## config.mk

```make
export PLATFORM = sky130hd
export DESIGN_NAME = doom_btn_conditioner
export DESIGN_NICKNAME = d
export VERILOG_FILES = /design/src/rtl/doom_btn_conditioner.sv
export SDC_FILE = /design/constraint.sdc
export NUM_CORES = 1
export LEC_CHECK = 0
export BUFFER_PORTS_ARGS = -buffer_cell sky130_fd_sc_hd__buf_2
export CORE_MARGIN = 8
export CORE_UTILIZATION = 40
export CTS_BUF_LIST = sky130_fd_sc_hd__clkbuf_16
export CTS_CLUSTER_SIZE = 8
export DETAILED_ROUTE_END_ITERATION = 6
export GPL_TIMING_DRIVEN = 1
export PLACE_DENSITY_LB_ADDON = 0.2
export SLEW_MARGIN = 40
export SYNTH_ARGS = -nofsm -noshare
export SYNTH_HDL_FRONTEND = slang
export SYNTH_SLANG_ARGS = --single-unit
```

## constraint.sdc

```tcl
create_clock -name Clk -period 2.9 [get_ports Clk]
set_clock_uncertainty 0.15 [all_clocks]
set_input_delay 0.87 -clock Clk [delete_from_list [all_inputs] [get_ports Clk]]
set_output_delay 0.87 -clock Clk [all_outputs]
set_load 0.05 [all_outputs]
```

## src/rtl/doom_btn_conditioner.sv

```systemverilog
// Push-button conditioner: 2-flop sync, press/release debounce, one-shot SCEN.
// Define DOOM_BTN_AUTOREPEAT_EN to get MCEN auto-repeat pulses while the button is held.
`timescale 1ns/1ps
module doom_btn_conditioner #(
  parameter int DEBOUNCE_CYC      = 1_000_000,
  parameter int REPEAT_DELAY_CYC  = 50_000_000,
  parameter int REPEAT_PERIOD_CYC = 20_000_000,
  parameter int CNT_W             = 26
) (
  input  logic       Clk,
  input  logic       Reset,
  input  logic       PB,
  output logic       DPB,
  output logic       SCEN,
  output logic       MCEN,
  output logic [2:0] state_o
);

  typedef enum logic [2:0] {
    S_INI  = 3'b000,
    S_WQ   = 3'b001,
    S_SCEN = 3'b010,
    S_CCR  = 3'b011,
    S_MCEN = 3'b100,
    S_WFCR = 3'b101
  } state_t;

  localparam logic [CNT_W-1:0] DEB_LAST = CNT_W'(DEBOUNCE_CYC - 1);

  logic             sync1_q, sync2_q;
  logic             pb_s;
  state_t           state_q, state_d;
  logic [CNT_W-1:0] cnt_q, cnt_d;

`ifdef DOOM_BTN_AUTOREPEAT_EN
  // Targets are two short of the period: one cycle for CCR entry, one for MCEN_ST itself.
  localparam logic [CNT_W-1:0] DLY_TGT = CNT_W'(REPEAT_DELAY_CYC - 2);
  localparam logic [CNT_W-1:0] PER_TGT = CNT_W'(REPEAT_PERIOD_CYC - 2);
  logic             rpt_first_q, rpt_first_d;
  logic [CNT_W-1:0] rpt_tgt;
  assign rpt_tgt = rpt_first_q ? DLY_TGT : PER_TGT;
`endif

  assign pb_s    = sync2_q;
  assign state_o = state_q;

  always_ff @(posedge Clk or posedge Reset) begin
    if (Reset) begin
      sync1_q     <= 1'b0;
      sync2_q     <= 1'b0;
      state_q     <= S_INI;
      cnt_q       <= '0;
`ifdef DOOM_BTN_AUTOREPEAT_EN
      rpt_first_q <= 1'b1;
`endif
    end else begin
      sync1_q     <= PB;
      sync2_q     <= sync1_q;
      state_q     <= state_d;
      cnt_q       <= cnt_d;
`ifdef DOOM_BTN_AUTOREPEAT_EN
      rpt_first_q <= rpt_first_d;
`endif
    end
  end

  always_comb begin
    state_d = state_q;
    cnt_d   = cnt_q;
    DPB     = 1'b0;
    SCEN    = 1'b0;
    MCEN    = 1'b0;
`ifdef DOOM_BTN_AUTOREPEAT_EN
    rpt_first_d = rpt_first_q;
`endif
    case (state_q)
      S_INI: begin
        if (pb_s) state_d = S_WQ;
      end
      S_WQ: begin
        if (!pb_s)                 state_d = S_INI;
        else if (cnt_q == DEB_LAST) state_d = S_SCEN;
        else                       cnt_d = cnt_q + CNT_W'(1);
      end
      S_SCEN: begin
        SCEN    = 1'b1;
        DPB     = 1'b1;
        state_d = S_CCR;
`ifdef DOOM_BTN_AUTOREPEAT_EN
        rpt_first_d = 1'b1;
`endif
      end
      S_CCR: begin
        DPB = 1'b1;
`ifdef DOOM_BTN_AUTOREPEAT_EN
        if (!pb_s)                 state_d = S_WFCR;
        else if (cnt_q == rpt_tgt) state_d = S_MCEN;
        else                       cnt_d = cnt_q + CNT_W'(1);
`else
        // Without repeat the counter stays idle here so it cannot wrap on a long hold.
        if (!pb_s) state_d = S_WFCR;
`endif
      end
`ifdef DOOM_BTN_AUTOREPEAT_EN
      S_MCEN: begin
        MCEN        = 1'b1;
        DPB         = 1'b1;
        state_d     = S_CCR;
        rpt_first_d = 1'b0;
      end
`endif
      S_WFCR: begin
        DPB = 1'b1;
        if (pb_s) begin
          state_d = S_CCR;
`ifdef DOOM_BTN_AUTOREPEAT_EN
          rpt_first_d = 1'b0;
`endif
        end else if (cnt_q == DEB_LAST) begin
          state_d = S_INI;
        end else begin
          cnt_d = cnt_q + CNT_W'(1);
        end
      end
      default: state_d = S_INI;
    endcase
    if (state_d != state_q) cnt_d = '0;
  end

endmodule

```

==> metrics.yaml <==
route:
  wirelength_mm: 3.74
  drc: 0
  routedWlPerCell_um: 15.1
  antenna_left: 0
  via_per_inst: 5.72
  vias: 1419
  firstDrtPassIters: 4
  drtIter0Drc: 71
outcome:
  status: "completed"
critical_path:
  crit_type: "reg2out"
  r2r-end: "cnt_q[2]$_DFFE_PP0P_"
  ff2ff_setup_slack_ns: 0.58
  r2r_cells: 6
  cp-startpoint: "state_o[1]$_DFF_PP0_"
  reg2reg_from: "cnt_q[6]$_DFFE_PP0P_"
  cp.arrival_ns: 1.46
  end_kind: "output port"
  cp_max_fo: 9
  cp-start-kind: "register"
  required_ns: 1.88
clock_tree:
  clk_latency_ns: 0.27
  cts_setup_buffers: 0
  hold_buffers: 0
  clk_pin_slew_worst_paths_ns: 0.05
  htree_levels: 2
  cts.sinks: 31
  numCtsBuffers: 5
  cts_buffer_depth: 2
  cts-root-buf: "clkbuf_16"
  postCtsResizedCells: 0
  tritoncts: "yes"
pwr:
  power_leakage_nw: 0.787
  finalPower_w: 0.000956
  irDropWorstVdd_uv: 177
  power.density_nw_per_um2: 487
worst_hold_path:
  worstHoldPathType: "reg2reg"
  min_to: "pb_s$_DFF_PP0_"
  worst_hold_path.num_cells: 0
  hp-start: "sync1_q$_DFF_PP0_"
synth:
  synthArstFlopShare_pct: 100
  yosysSeqAreaShare_pct: 44.7
  synth.avg_cell_area_um2: 9.32
  synth_edf_count: 0
  ys_warn_count: 0
  yosys.area.top_type: "dfrtp_1"
  ys_seq_elements: 31
  netlist_area_um2: 1730
  synth_area_leaders: "dfrtp_1 45%, xnor2_1 4.5%, nor2_1 4.3%"
  synth.top_cell.area_share_pct: 44.7
  yosysUniqueCellTypes: 43
  netlist_instances: 186
  syn_nets: 190
  ys.flop_type: "dfrtp_1"
placement:
  placedCellCount: 242
  port_buffers: 7
  dp_hpwl_mm: 2.68
  globalplace.congestion: 0.879
  placed_area_um2: 1840
timing:
  maxSlewHeadroom_pct: 60.7
  worstMarginPinSlew_ns: 0.589
  rsz0062_at_grt: "false"
  setup_viol: 0
  finalMaxSlewViolations: 0
  final.setup.tns_ns: 0
  hold_violations: 0
  clock.fmax_ghz: 0.403
  period_share_pct: 85.6
  finalCriticalPeriod_ns: 2.48
layout:
  final_area_um2: 1960
  area.growth.synth_to_final_pct: 13.3
  fin_nets: 201
  antennaDiodeCount: 0
  drive_gt1_share_pct: 14.3
  final_cells: 248
grt:
  grt_pass1_vias: 1349
  grt_max_degree: 19
  grtUsageMet1_pct: 16.2
  grt-busiest-layer: "met2"
  track_usage_pct: 12.5
  overflow: 0
  grt_pass1_wl_mm: 6.53
  grtUsageMet3_pct: 3.83
  antenna_found_initial: 0
  grt.met2_usage_pct: 19.3
die:
  pin_count: 9
  start_util_pct: 40.7
  std_cell_rows: 24
  die_x_um: 81.8
  die_h_um: 81.8
  core_area_um2: 4260
  die-area_um2: 6700
run:
  maxCapViolations: 0
cell type report:
type | count | area, um^2
timing repair buffer | 12 | 85.1
fill | 422 | 2300
inverter | 6 | 22.5
tap | 52 | 65.1
sequential | 31 | 776
clock buffer | 5 | 125
clock inverter | 1 | 3.75
multi-input combinational | 141 | 887
per-stage QoR:
stage / worst slack, ns / util (%) / hold WS, ns
2_1_floorplan: 0.268 / - / 0.181
3_3_place_gp: 0.610 / 43.0 / 0.186
3_5_place_dp: 0.602 / 43.0 / 0.196
4_1_cts: 0.399 / 46.1 / 0.207
5_1_grt: 0.312 / 46.1 / 0.210
6_report: 0.418 / 46.1 / 0.204
report_power, final:
group,leakage [nW],internal (W),switching [W],total [W]
Combinational,0.294,0.0000146,0.0000339,0.0000485
Sequential,0.426,0.000437,0.00000475,0.000442
Clock,0.0669,0.000303,0.000162,0.000465
Total,0.787,0.000755,0.000201,0.000956
synthesized netlist by cell type, types with 3 or more instances:
library cell,number
nor4_1,4
o21ai_0,11
dfrtp_1,31
a21oi_1,12
and4_1,3
or4_1,3
clkbuf_1,3
xor2_1,3
or3_1,9
inv_1,6
nand3_1,7
nor3_1,5
nand2_1,10
o31ai_1,3
buf_2,3
xnor2_1,9
and3_1,4
nor2_1,20
nand4_1,9
cells by family after synthesis:
| family | synth area share [%] |
|---|---|
| buffers and inverters | 4.11 |
| adders and majority gates | 0.721 |
| other | 0.216 |
| AOI/OAI and AO/OA | 12.8 |
| DFF | 44.7 |
| xor gates and xnor gates | 7.00 |
| muxes | 0.577 |
| and+or+nand+nor | 29.8 |
worst max path at each step:
stage                            to  cells past startpoint  slack (ns)
2_1_floorplan                  SCEN                      4        0.27
3_3_place_gp   cnt_q[2]$_DFFE_PP0P_                      6        0.61
3_5_place_dp   cnt_q[2]$_DFFE_PP0P_                      6        0.60
4_1_cts                         DPB                      4        0.40
5_1_grt        cnt_q[2]$_DFFE_PP0P_                      6        0.31
6_report                        DPB                      4        0.42
registers in the layout, summed over array words and instances, names as in the netlist:
| signal | flops |
|---|---|
| cnt_q | 26 |
| pb_s | 1 |
| state_o | 3 |
| sync1_q | 1 |
cells in the final DEF (no fill, tap or decap), types with 3 or more instances in the layout:
cell / n
dfrtp_1: 31
nand3_1: 7
buf_4: 4
o21ai_0: 11
and3_1: 4
xnor2_1: 9
buf_2: 7
o31ai_1: 3
or4_1: 3
or3_1: 9
inv_1: 7
nor2_1: 20
nand2_1: 10
a21oi_1: 12
xor2_1: 3
nor4_1: 4
nand4_1: 9
clkbuf_16: 5
and4_1: 3
nor3_1: 5
metal layers:
layer | vias up | wire (um)
met3 | 6 | 145
li1 | 698 | -
met5 | - | 0
met4 | 0 | 46
met1 | 700 | 1750
met2 | 15 | 1790
worst max-delay path: stages, from the launching register on:
cell	delay (ns)
dfrtp_1	0.45
and2b_1	0.33
nand2_1	0.07
nand2_1	0.08
buf_2	0.26
Note: power is estimated with default switching activity, not from simulation.
